--- src/rtl/mem_access_unit_pkg.sv ---
// Shared definitions for the memory access unit: FSM states, funct3 codes, store lane helpers.
// Latency: n/a (package).
// Backpressure: n/a (package).
package mem_access_unit_pkg;

    typedef enum logic [1:0] {
        IDLE      = 2'd0,
        REQ       = 2'd1,
        WAIT_RESP = 2'd2,
        DONE      = 2'd3
    } state_t;

    // RISC-V load/store width codes (funct3)
    localparam logic [2:0] F3_LB  = 3'b000;
    localparam logic [2:0] F3_LH  = 3'b001;
    localparam logic [2:0] F3_LW  = 3'b010;
    localparam logic [2:0] F3_LBU = 3'b100;
    localparam logic [2:0] F3_LHU = 3'b101;
    localparam logic [2:0] F3_SB  = 3'b000;
    localparam logic [2:0] F3_SH  = 3'b001;
    localparam logic [2:0] F3_SW  = 3'b010;

    // sz is funct3[1:0]: 00 byte, 01 half, 10 word
    function automatic logic is_misaligned(input logic [1:0] sz, input logic [1:0] off);
        return ((sz == 2'b01) && off[0]) || ((sz == 2'b10) && (off != 2'b00));
    endfunction

    function automatic logic [3:0] store_be(input logic [1:0] sz, input logic [1:0] off);
        case (sz)
            2'b00:   return 4'b0001 << off;
            2'b01:   return 4'b0011 << off;
            default: return 4'b1111;
        endcase
    endfunction

    // Narrow stores replicate the datum so every enabled lane already holds it
    function automatic logic [31:0] store_wdata(input logic [1:0] sz, input logic [31:0] d);
        case (sz)
            2'b00:   return {4{d[7:0]}};
            2'b01:   return {2{d[15:0]}};
            default: return d;
        endcase
    endfunction

endpackage

--- src/rtl/mem_access_unit_if.sv ---
// Bundle of EX-side, data-memory-side and writeback-side signals of the memory access unit.
// Latency: n/a (wiring only).
// Backpressure: ex_valid/ex_ready handshake on the EX side, dmem_req/dmem_gnt on the memory side.
// Modports: slave = the unit itself, master = the environment (EX stage, memory, writeback).
interface mem_access_unit_if;
    // EX stage
    logic        ex_valid;
    logic        ex_ready;
    logic [31:0] alu_out;
    logic [31:0] store_data;
    logic        is_load;
    logic        is_store;
    logic [2:0]  funct3;
    logic [4:0]  rd;
    logic        reg_write;
    logic        flush;
    // data memory
    logic        dmem_req;
    logic [31:0] dmem_addr;
    logic [3:0]  dmem_we;
    logic [31:0] dmem_wdata;
    logic        dmem_gnt;
    logic        dmem_rvalid;
    logic [31:0] dmem_rdata;
    // writeback
    logic        wb_valid;
    logic [31:0] wb_data;
    logic [4:0]  wb_rd;
    logic        wb_reg_write;
    logic        misalign_exc;

    modport slave (
        input  ex_valid, alu_out, store_data, is_load, is_store, funct3, rd, reg_write, flush,
        output ex_ready,
        output dmem_req, dmem_addr, dmem_we, dmem_wdata,
        input  dmem_gnt, dmem_rvalid, dmem_rdata,
        output wb_valid, wb_data, wb_rd, wb_reg_write, misalign_exc
    );

    modport master (
        output ex_valid, alu_out, store_data, is_load, is_store, funct3, rd, reg_write, flush,
        input  ex_ready,
        input  dmem_req, dmem_addr, dmem_we, dmem_wdata,
        output dmem_gnt, dmem_rvalid, dmem_rdata,
        input  wb_valid, wb_data, wb_rd, wb_reg_write, misalign_exc
    );
endinterface

--- src/rtl/mem_access_unit_load_extend.sv ---
// Selects the addressed byte/half of a load word and zero/sign-extends it per funct3.
// Latency: combinational.
// Backpressure: none.
// Ports: rdata (memory word), offset (address[1:0]), funct3 (width/sign), value (extended result).
module load_extend
    import mem_access_unit_pkg::*;
(
    input  logic [31:0] rdata,
    input  logic [1:0]  offset,
    input  logic [2:0]  funct3,
    output logic [31:0] value
);
    logic [7:0]  lane_b;
    logic [15:0] lane_h;

    always_comb begin
        lane_b = rdata[{offset, 3'b000} +: 8];
        lane_h = offset[1] ? rdata[31:16] : rdata[15:0];
        value  = rdata;
        case (funct3)
            F3_LB:   value = {{24{lane_b[7]}}, lane_b};
            F3_LH:   value = {{16{lane_h[15]}}, lane_h};
            F3_LBU:  value = {24'h0, lane_b};
            F3_LHU:  value = {16'h0, lane_h};
            default: value = rdata;
        endcase
    end
endmodule

--- src/rtl/mem_access_unit.sv ---
// Executes one load/store/pass-through op at a time against a req/gnt data memory and writes back.
// Latency: pass-through/misaligned 1 cycle; store 1 + grant wait; load 1 + grant wait + response wait.
// Backpressure: ex_ready only in IDLE; request held stable until dmem_gnt.
// Ports: clk, rst (async active-high), bus (mem_access_unit_if.slave: EX, dmem and writeback groups).
module mem_access_unit
    import mem_access_unit_pkg::*;
(
    input  logic             clk,
    input  logic             rst,
    mem_access_unit_if.slave bus
);
    state_t      state_q;
    logic [2:0]  f3_q;
    logic [1:0]  off_q;
    logic [4:0]  rd_q;
    logic        rw_q;
    logic        store_q;
    logic        cancel_q;

    logic        dmem_req_q;
    logic [31:0] dmem_addr_q;
    logic [3:0]  dmem_we_q;
    logic [31:0] dmem_wdata_q;
    logic        wb_valid_q;
    logic [31:0] wb_data_q;
    logic [4:0]  wb_rd_q;
    logic        wb_reg_write_q;
    logic        misalign_q;

    logic        accept;
    logic        misaligned;
    logic [31:0] ld_val;

    assign accept     = bus.ex_valid && (state_q == IDLE) && !bus.flush;
    assign misaligned = is_misaligned(bus.funct3[1:0], bus.alu_out[1:0]);

    load_extend u_load_extend (
        .rdata  (bus.dmem_rdata),
        .offset (off_q),
        .funct3 (f3_q),
        .value  (ld_val)
    );

    always_ff @(posedge clk or posedge rst) begin
        if (rst) begin
            state_q        <= IDLE;
            f3_q           <= 3'b000;
            off_q          <= 2'b00;
            rd_q           <= 5'd0;
            rw_q           <= 1'b0;
            store_q        <= 1'b0;
            cancel_q       <= 1'b0;
            dmem_req_q     <= 1'b0;
            dmem_addr_q    <= 32'h0;
            dmem_we_q      <= 4'h0;
            dmem_wdata_q   <= 32'h0;
            wb_valid_q     <= 1'b0;
            wb_data_q      <= 32'h0;
            wb_rd_q        <= 5'd0;
            wb_reg_write_q <= 1'b0;
            misalign_q     <= 1'b0;
        end else begin
            // writeback strobes are single-cycle pulses out of DONE
            wb_valid_q     <= 1'b0;
            wb_reg_write_q <= 1'b0;
            misalign_q     <= 1'b0;
            case (state_q)
                IDLE: begin
                    if (accept) begin
                        f3_q     <= bus.funct3;
                        off_q    <= bus.alu_out[1:0];
                        rd_q     <= bus.rd;
                        rw_q     <= bus.reg_write;
                        store_q  <= bus.is_store;
                        cancel_q <= 1'b0;
                        if (!bus.is_load && !bus.is_store) begin
                            state_q        <= DONE;
                            wb_valid_q     <= 1'b1;
                            wb_data_q      <= bus.alu_out;
                            wb_rd_q        <= bus.rd;
                            wb_reg_write_q <= bus.reg_write;
                        end else if (misaligned) begin
                            // report the faulting address as the writeback data
                            state_q        <= DONE;
                            wb_valid_q     <= 1'b1;
                            wb_data_q      <= bus.alu_out;
                            wb_rd_q        <= bus.rd;
                            misalign_q     <= 1'b1;
                        end else begin
                            state_q      <= REQ;
                            dmem_req_q   <= 1'b1;
                            dmem_addr_q  <= {bus.alu_out[31:2], 2'b00};
                            dmem_we_q    <= bus.is_store ? store_be(bus.funct3[1:0], bus.alu_out[1:0]) : 4'h0;
                            dmem_wdata_q <= bus.is_store ? store_wdata(bus.funct3[1:0], bus.store_data) : 32'h0;
                        end
                    end
                end
                REQ: begin
                    if (bus.dmem_gnt) begin
                        // grant beats a same-cycle flush: the access is already committed
                        dmem_req_q <= 1'b0;
                        if (store_q) begin
                            if (bus.flush) begin
                                state_q <= IDLE;
                            end else begin
                                state_q    <= DONE;
                                wb_valid_q <= 1'b1;
                                wb_data_q  <= 32'h0;
                                wb_rd_q    <= rd_q;
                            end
                        end else begin
                            // a granted load still owes a response; drain it cancelled
                            state_q  <= WAIT_RESP;
                            cancel_q <= bus.flush;
                        end
                    end else if (bus.flush) begin
                        dmem_req_q <= 1'b0;
                        state_q    <= IDLE;
                    end
                end
                WAIT_RESP: begin
                    if (bus.dmem_rvalid) begin
                        cancel_q <= 1'b0;
                        if (cancel_q || bus.flush) begin
                            state_q <= IDLE;
                        end else begin
                            state_q        <= DONE;
                            wb_valid_q     <= 1'b1;
                            wb_data_q      <= ld_val;
                            wb_rd_q        <= rd_q;
                            wb_reg_write_q <= rw_q;
                        end
                    end else if (bus.flush) begin
                        cancel_q <= 1'b1;
                    end
                end
                DONE: begin
                    state_q <= IDLE;
                end
                default: begin
                    state_q <= IDLE;
                end
            endcase
        end
    end

    assign bus.ex_ready     = (state_q == IDLE);
    assign bus.dmem_req     = dmem_req_q;
    assign bus.dmem_addr    = dmem_addr_q;
    assign bus.dmem_we      = dmem_we_q;
    assign bus.dmem_wdata   = dmem_wdata_q;
    // The strobes are only ever high while in DONE, so a flush arriving during DONE
    // has to kill them in that same cycle; that needs this one gate after the flop.
    assign bus.wb_valid     = wb_valid_q && !bus.flush;
    assign bus.misalign_exc = misalign_q && !bus.flush;
    assign bus.wb_data      = wb_data_q;
    assign bus.wb_rd        = wb_rd_q;
    assign bus.wb_reg_write = wb_reg_write_q;
endmodule
--- src/flat_wrapper.sv ---
// flat-port wrapper written by rule: the top's interface ports become plain ports
module mem_access_unit_flat import mem_access_unit_pkg::*;
  (clk, rst, bus_ex_valid, bus_alu_out, bus_store_data, bus_is_load, bus_is_store, bus_funct3, bus_rd, bus_reg_write, bus_flush, bus_ex_ready, bus_dmem_req, bus_dmem_addr, bus_dmem_we, bus_dmem_wdata, bus_dmem_gnt, bus_dmem_rvalid, bus_dmem_rdata, bus_wb_valid, bus_wb_data, bus_wb_rd, bus_wb_reg_write, bus_misalign_exc);
  mem_access_unit_if bus_i ();
  input  logic clk;
  input  logic rst;
  input wire logic [$bits(bus_i.ex_valid)-1:0] bus_ex_valid;
  input wire logic [$bits(bus_i.alu_out)-1:0] bus_alu_out;
  input wire logic [$bits(bus_i.store_data)-1:0] bus_store_data;
  input wire logic [$bits(bus_i.is_load)-1:0] bus_is_load;
  input wire logic [$bits(bus_i.is_store)-1:0] bus_is_store;
  input wire logic [$bits(bus_i.funct3)-1:0] bus_funct3;
  input wire logic [$bits(bus_i.rd)-1:0] bus_rd;
  input wire logic [$bits(bus_i.reg_write)-1:0] bus_reg_write;
  input wire logic [$bits(bus_i.flush)-1:0] bus_flush;
  output wire logic [$bits(bus_i.ex_ready)-1:0] bus_ex_ready;
  output wire logic [$bits(bus_i.dmem_req)-1:0] bus_dmem_req;
  output wire logic [$bits(bus_i.dmem_addr)-1:0] bus_dmem_addr;
  output wire logic [$bits(bus_i.dmem_we)-1:0] bus_dmem_we;
  output wire logic [$bits(bus_i.dmem_wdata)-1:0] bus_dmem_wdata;
  input wire logic [$bits(bus_i.dmem_gnt)-1:0] bus_dmem_gnt;
  input wire logic [$bits(bus_i.dmem_rvalid)-1:0] bus_dmem_rvalid;
  input wire logic [$bits(bus_i.dmem_rdata)-1:0] bus_dmem_rdata;
  output wire logic [$bits(bus_i.wb_valid)-1:0] bus_wb_valid;
  output wire logic [$bits(bus_i.wb_data)-1:0] bus_wb_data;
  output wire logic [$bits(bus_i.wb_rd)-1:0] bus_wb_rd;
  output wire logic [$bits(bus_i.wb_reg_write)-1:0] bus_wb_reg_write;
  output wire logic [$bits(bus_i.misalign_exc)-1:0] bus_misalign_exc;
  assign bus_i.ex_valid = bus_ex_valid;
  assign bus_i.alu_out = bus_alu_out;
  assign bus_i.store_data = bus_store_data;
  assign bus_i.is_load = bus_is_load;
  assign bus_i.is_store = bus_is_store;
  assign bus_i.funct3 = bus_funct3;
  assign bus_i.rd = bus_rd;
  assign bus_i.reg_write = bus_reg_write;
  assign bus_i.flush = bus_flush;
  assign bus_ex_ready = bus_i.ex_ready;
  assign bus_dmem_req = bus_i.dmem_req;
  assign bus_dmem_addr = bus_i.dmem_addr;
  assign bus_dmem_we = bus_i.dmem_we;
  assign bus_dmem_wdata = bus_i.dmem_wdata;
  assign bus_i.dmem_gnt = bus_dmem_gnt;
  assign bus_i.dmem_rvalid = bus_dmem_rvalid;
  assign bus_i.dmem_rdata = bus_dmem_rdata;
  assign bus_wb_valid = bus_i.wb_valid;
  assign bus_wb_data = bus_i.wb_data;
  assign bus_wb_rd = bus_i.wb_rd;
  assign bus_wb_reg_write = bus_i.wb_reg_write;
  assign bus_misalign_exc = bus_i.misalign_exc;
  mem_access_unit u_core (.clk(clk), .rst(rst), .bus(bus_i));
endmodule
--- config.mk ---
export PLATFORM = sky130hd
export DESIGN_NAME = mem_access_unit_flat
export DESIGN_NICKNAME = d
export VERILOG_FILES = /design/src/rtl/mem_access_unit_pkg.sv /design/src/rtl/mem_access_unit_if.sv /design/src/rtl/mem_access_unit_load_extend.sv /design/src/rtl/mem_access_unit.sv /design/src/flat_wrapper.sv
export SDC_FILE = /design/constraint.sdc
export NUM_CORES = 1
export LEC_CHECK = 0
export CAP_MARGIN = 20
export CELL_PAD_IN_SITES_DETAIL_PLACEMENT = 2
export CELL_PAD_IN_SITES_GLOBAL_PLACEMENT = 2
export CORE_MARGIN = 2
export CORE_UTILIZATION = 40
export CTS_BUF_LIST = sky130_fd_sc_hd__clkbuf_4 sky130_fd_sc_hd__clkbuf_8 sky130_fd_sc_hd__clkbuf_16
export DETAILED_ROUTE_END_ITERATION = 8
export DONT_BUFFER_PORTS = 1
export PLACE_DENSITY = 0.82
export RECOVER_POWER = 25
export SLEW_MARGIN = 5
export SYNTH_ARGS = -nofsm -noshare
export SYNTH_HDL_FRONTEND = slang
export SYNTH_SLANG_ARGS = --single-unit
--- constraint.sdc ---
create_clock -name clk -period 10.47 [get_ports clk]
set_input_delay 0.5235 -clock clk [delete_from_list [all_inputs] [get_ports clk]]
set_output_delay 0.5235 -clock clk [all_outputs]
set_load 0.02 [all_outputs]
# Yosys cells after proc, flatten, opt, wreduce, memory -nomap -nowiden
# Index checks and enable logic that the tools add are counted.
dict set report totals {
  ff_bits 122
  in_bits 113
  word_cells 128
  out_inout_bits 110
}
dict set report op_classes {
  n_eq_ne 20
  bitwise 2
  n_mux 63
  reduce_logical 24
  n_shift 3
}
# op n
set op_table {}
lappend op_table {{$mux 32} 9}
lappend op_table {{$pmux 32 s4} 1}
lappend op_table {{$pmux 32 s3} 1}
lappend op_table {{$pmux 32 s2} 1}
lappend op_table {{$mux 5} 8}
lappend op_table {{$shiftx 32x6->8} 1}
lappend op_table {{$mux 1} 25}
lappend op_table {{$mux 2} 9}
lappend op_table {{$mux 16} 1}
lappend op_table {{$pmux 5 s3} 1}
lappend op_table {{$ne 2x2->1 const B} 7}
lappend op_table {{$reduce_and 5->1} 2}
lappend op_table {{$pmux 2 s4} 1}
lappend op_table {{$pmux 4 s2} 1}
lappend op_table {{$reduce_and 8->1} 1}
lappend op_table {{$logic_and 1x1->1} 7}
lappend op_table {{$eq 2x2->1 const B} 3}
lappend op_table {{$eq 3x3->1 const B} 2}
lappend op_table {{$ne 3x3->1 const B} 2}
lappend op_table {{$pmux 1 s3} 2}
lappend op_table {{$eq 2x1->1 const B} 2}
lappend op_table {{$logic_not 2->1} 2}
lappend op_table {{$mux 4} 1}
lappend op_table {{$ne 2x1->1 const B} 2}
lappend op_table {{14 further kinds} 20}

# Depth between registers and ports, before layout
dict set report depth {
  ltp_word 7
  mapped_depth 9
  depth_no_buf 6
}

# Hierarchy
# From an unflattened synthesis, not the netlist that was laid out.
dict set report unflattened {
  cells_unflattened 695
  area_unflattened_um2 6597.6
}
# module cells_per_inst instances area_per_inst_um2 seq_area_each_um2
set modules_own_cells {}
lappend modules_own_cells {mem_access_unit 577 1 5836.8 3052.9}
lappend modules_own_cells {load_extend 118 1 760.7 0.0}

# Worst setup path before layout
# No wires, ideal clock.
dict set report synth_path {
  path_type {register -> register}
  start {register u_core.state_q[0]}
  end {register u_core.wb_data_q[15] (netlist: u_core.bus.wb_data[15])}
  slack_ps 8105
  path_buffers 2
  synth_period_minus_slack_ps 2365
  arrival_ps 2240
  setup_ps 125
  required_time_ps 10345
  stages_incl_launch_ff 9
  cell_sequence {dfrtp_1 > inv_1 > ha_1 > inv_1 > a2111oi_0 > or3_1 > buf_6 > buf_6 > mux2_2}
}
dict set report synth_between {
  elab_chain_cells 5
  word_cells_on_any_way 15
  cone_classes {9 x eq/ne; 1 x mux; 5 x reduce/logical}
}
# item line_no
set synth_rtl {}
lappend synth_rtl {{from (decl)} mem_access_unit.sv:12} ;# state_t state_q;
lappend synth_rtl {{from (signal assigned)} mem_access_unit.sv:46} ;# state_q <= IDLE;
lappend synth_rtl {{from (signal assigned)} mem_access_unit.sv:77} ;# state_q <= DONE;
lappend synth_rtl {{from (signal assigned)} mem_access_unit.sv:84} ;# state_q <= DONE;
lappend synth_rtl {{$logic_not 2->1 (*)} n/a}
lappend synth_rtl {{via bus_ex_ready} flat_wrapper.sv:16} ;# output wire logic [$bits(bus_i.ex_ready)-1:0] bus_ex_ready;
lappend synth_rtl {{$logic_and 1x1->1 (2 in series)} mem_access_unit.sv:34} ;# assign accept = bus.ex_valid && (state_q == IDLE) && !bus.flush;
lappend synth_rtl {{$ne 2x1->1 (no line)} n/a}
lappend synth_rtl {{$reduce_and 8->1 (no line)} n/a}
lappend synth_rtl {{to (signal assigned)} mem_access_unit.sv:79} ;# wb_data_q <= bus.alu_out;
lappend synth_rtl {{to (signal assigned)} mem_access_unit.sv:86} ;# wb_data_q <= bus.alu_out;
lappend synth_rtl {{to (signal assigned)} mem_access_unit.sv:129} ;# wb_data_q <= ld_val;
lappend synth_rtl {{to (decl)} mem_access_unit.sv:25} ;# logic [31:0] wb_data_q;
# Mark *: on every way through the listed nets, which the timed path passes. The rest lies on a longest branch.
# A chain may end at the register's enable or synchronous reset.

# Worst setup path in the final report
dict set report layout_path {
  start {register u_core.state_q[0]}
  end {register u_core.wb_rd_q[4] (netlist: u_core.bus.wb_rd[4])}
}
dict set report layout_between {
  elab_chain_cells 5
  word_cells_on_any_way 15
  cone_classes {9 x eq/ne; 1 x mux; 5 x reduce/logical}
}
# item line_no
set layout_rtl {}
lappend layout_rtl {{$logic_not 2->1 (*)} n/a}
lappend layout_rtl {{via bus_ex_ready} flat_wrapper.sv:16}
lappend layout_rtl {{$logic_and 1x1->1 (2 in series)} mem_access_unit.sv:34}
lappend layout_rtl {{$ne 2x1->1 (no line)} n/a}
lappend layout_rtl {{$reduce_and 8->1 (no line)} n/a}
lappend layout_rtl {{to (signal assigned)} mem_access_unit.sv:80} ;# wb_rd_q <= bus.rd;
lappend layout_rtl {{to (signal assigned)} mem_access_unit.sv:87} ;# wb_rd_q <= bus.rd;
lappend layout_rtl {{to (signal assigned)} mem_access_unit.sv:109} ;# wb_rd_q <= rd_q;
lappend layout_rtl {{to (decl)} mem_access_unit.sv:26} ;# logic [4:0] wb_rd_q;
# Marked as above.

==> run_results.csv <==
group,metric,value,unit
cells_and_area,layout_common_cells,"dfrtp_1, mux2_2, nand2_1",
cts,clock_latency,430,ps
sta,skew,13.5,ps
cells_and_area,layoutNonFillerInstCount,797,
yosys,yosysUniqueCellTypes,50,
critical_path,crit_path_end,"u_core.bus.wb_rd[4]",
yosys,ys_warn_count,0,
critical_path,timing.rr.start,"u_core.state_q[0]",
die,die_h,130,µm
drt,drt_first_pass_iters,5,
drt,route.detailed.drc,0,
yosys,async_reset_ff_share,100,%
placement,place_inst,766,
cts,clkSinkCount,122,
cells_and_area,diodes,0,
critical_path,crit_path_end_kind,"register",
critical_path,critPathRequiredTime,10770,ps
sta,rsz0062_at_grt,"false",
yosys,synthFlopType,"dfrtp_1",
cells_and_area,syn_to_final_growth,10.2,%
die,ios,223,
placement,numPortBuffers,0,
hold_path,hp-class,"input port to register",
yosys,syn_inst,597,
drt,m1WireLength,7950,µm
critical_path,path_class,"register to register",
cts,cts_buffers,17,
yosys,ys_seq_area_share,48.4,%
yosys,synth.avg_cell_area,10.6,µm²
status,run_status,"finished, violations left",
cts,cts_setup_buffers,0,
cts,cts.clk_slew.worst_paths,60,ps
placement,place_congestion,0.781,
drt,wire_per_inst,26.4,µm
placement,placed_area,0.00641,mm²
die,rows,45,
sta,post-route-period-util,34.2,%
cts,cts-root-buf,"clkbuf_16",
run,drv_cap,1,
global_routing,grt_max_degree,72,
yosys,synth-seq-cells,122,
critical_path,reg2reg_depth,6,
drt,drt_wl_total,21000,µm
global_routing,grt_pass1_vias,5450,
pwr,p_leak,0.00305,µW
pwr,ir_worst_vdd,142,µV
cells_and_area,drive_gt1_share,19.8,%
critical_path,worstPathArrival,3880,ps
pwr,power_density,360,mW/mm²
die,fp.coreArea,0.0153,mm²
sta,finalSetupViolations,0,
drt,drt.antenna.violating_nets,0,
sta,setup_slack,6890,ps
drt,drtIter0Drc,204,
cts,cts_tree,"built",
critical_path,critPathMaxFanout,37,
cells_and_area,nNetsFinal,692,
sta,min_period,3580,ps
critical_path,regToRegSetupSlack,6890,ps
sta,relSlewSlack,-61.8,%
global_routing,grt_usage,25.8,%
die,initial_core_util,41.2,%
cells_and_area,final_cell_area,0.00695,mm²
drt,wl_met3,1900,µm
drt,vias_per_cell,6.04,
placement,post-dp-hpwl,14900,µm
placement,place_ws,6910,ps
sta,hold_viol,0,
status,violations,"capacitance limit, slew limit",
sta,fmaxAchievable,0.279,GHz
drt,top_layer,"met4",
global_routing,grt_pass1_wl,32200,µm
die,dieArea,0.0168,mm²
pwr,p_total,2500,µW
sta,setup_tns,0,ps
cts,htreeDepth,4,
critical_path,startpoint_type,"register",
global_routing,antenna_found_initial,0,
die,chipWidth,130,µm
sta,final_max_slew_viol_count,53,
yosys,netlist_area,0.00631,mm²
drt,met2_wirelength,10400,µm
critical_path,cp-startpoint,"u_core.state_q[0]",
cts,cts_repair_resize_count,0,
drt,via_count,4814,
cts,ctsHoldBuffers,0,
critical_path,regToRegEndpoint,"u_core.bus.wb_rd[4]",
yosys,synth-edff-count,0,
global_routing,grt_overflow_total,0,
cells_and_area,final_common_cell,"dfrtp_1",
cts,clock_path_buffers,2,
sta,worst_pin_slew,2410,ps
==> flip-flops by register name (all words and copies together) (netlist names), 2 cells and up <==
name                   flops
u_core.bus.dmem_wdata     32
u_core.bus.wb_data        32
u_core.bus.dmem_addr      30
u_core.bus.wb_rd           5
u_core.rd_q                5
u_core.bus.dmem_we         4
u_core.f3_q                3
u_core.off_q               2
u_core.state_q             2
==> worst min-delay path by stage <==
stage	from	end	depth (start not counted)
after floorplan	u_core.rd_q[0]	u_core.rd_q[0]	2
after global placement	u_core.rd_q[2]	u_core.rd_q[2]	2
after detailed placement	u_core.rd_q[1]	u_core.rd_q[1]	2
after CTS	rst	u_core.bus.dmem_wdata[27]	1
after global routing	bus_rd[1]	u_core.rd_q[1]	2
final	bus_rd[2]	u_core.rd_q[2]	2
==> per-stage QoR <==
step | util [%] | hold slack, ps
after detailed placement | 41.9 | 466
after CTS | 45.4 | 87.1
after global placement | 41.9 | 453
after floorplan | - | 440
final | 45.4 | 202
after global routing | 45.4 | 197
==> worst max-delay path: stages (launching register included) <==
cell	delay, ps
dfrtp_1	400
inv_1	160
ha_1	450
and3b_1	650
nor2_1	380
or3_2	910
mux2_1	460
==> final cells by class <==
type                       instances  area (µm²)
fill                            1618        8360
tap                              211         264
timing repair buffer               6        45.0
clock inverter                     8        45.0
multi-input combinational        417        3010
inverter                          10        38.8
sequential                       122        3050
clock buffer                      23         495
==> Yosys cell counts (all sizes together) (4+ instances only) <==
cell type,instances,area (µm²)
a22o,10,87.6
o41ai,4,65.1
o31ai,18,135
mux2i,25,250
nand2,67,251
nand3,4,20.0
a32o,4,40.0
nor2b,13,81.3
a22oi,17,128
inv,10,37.5
a21oi,25,125
ha,5,62.6
o21ai,51,255
clkbuf,38,143
nor2,18,67.6
nand2b,14,87.6
mux2,73,822
dfrtp,122,3050
buf,11,78.8
o21a,7,52.6
a211oi,9,67.6
nor3b,9,67.6
nand3b,6,45.0
==> kinds of logic after synthesis <==
family	share of synthesized area [%]
and+or+nand+nor	11.7
adders and majority gates	0.991
muxes	17.0
buffers and inverters	4.10
xor gates and xnor gates	0.139
other	0.0594
DFF	48.4
AOI/OAI and AO/OA	17.7
==> metal layers <==
layer	vias to the layer above	global-route usage, %
met5	-	0
met4	0	11.8
met3	46	11.3
met2	197	42.5
met1	2463	28.9
li1	2108	-
==> power breakdown <==
group,switching [µW],leakage [µW],internal (µW),total [µW]
combinational,495,0.00122,386,881
clock,214,0.000271,328,542
sequential,401,0.00155,678,1080
(Power assumes the default switching activity.)
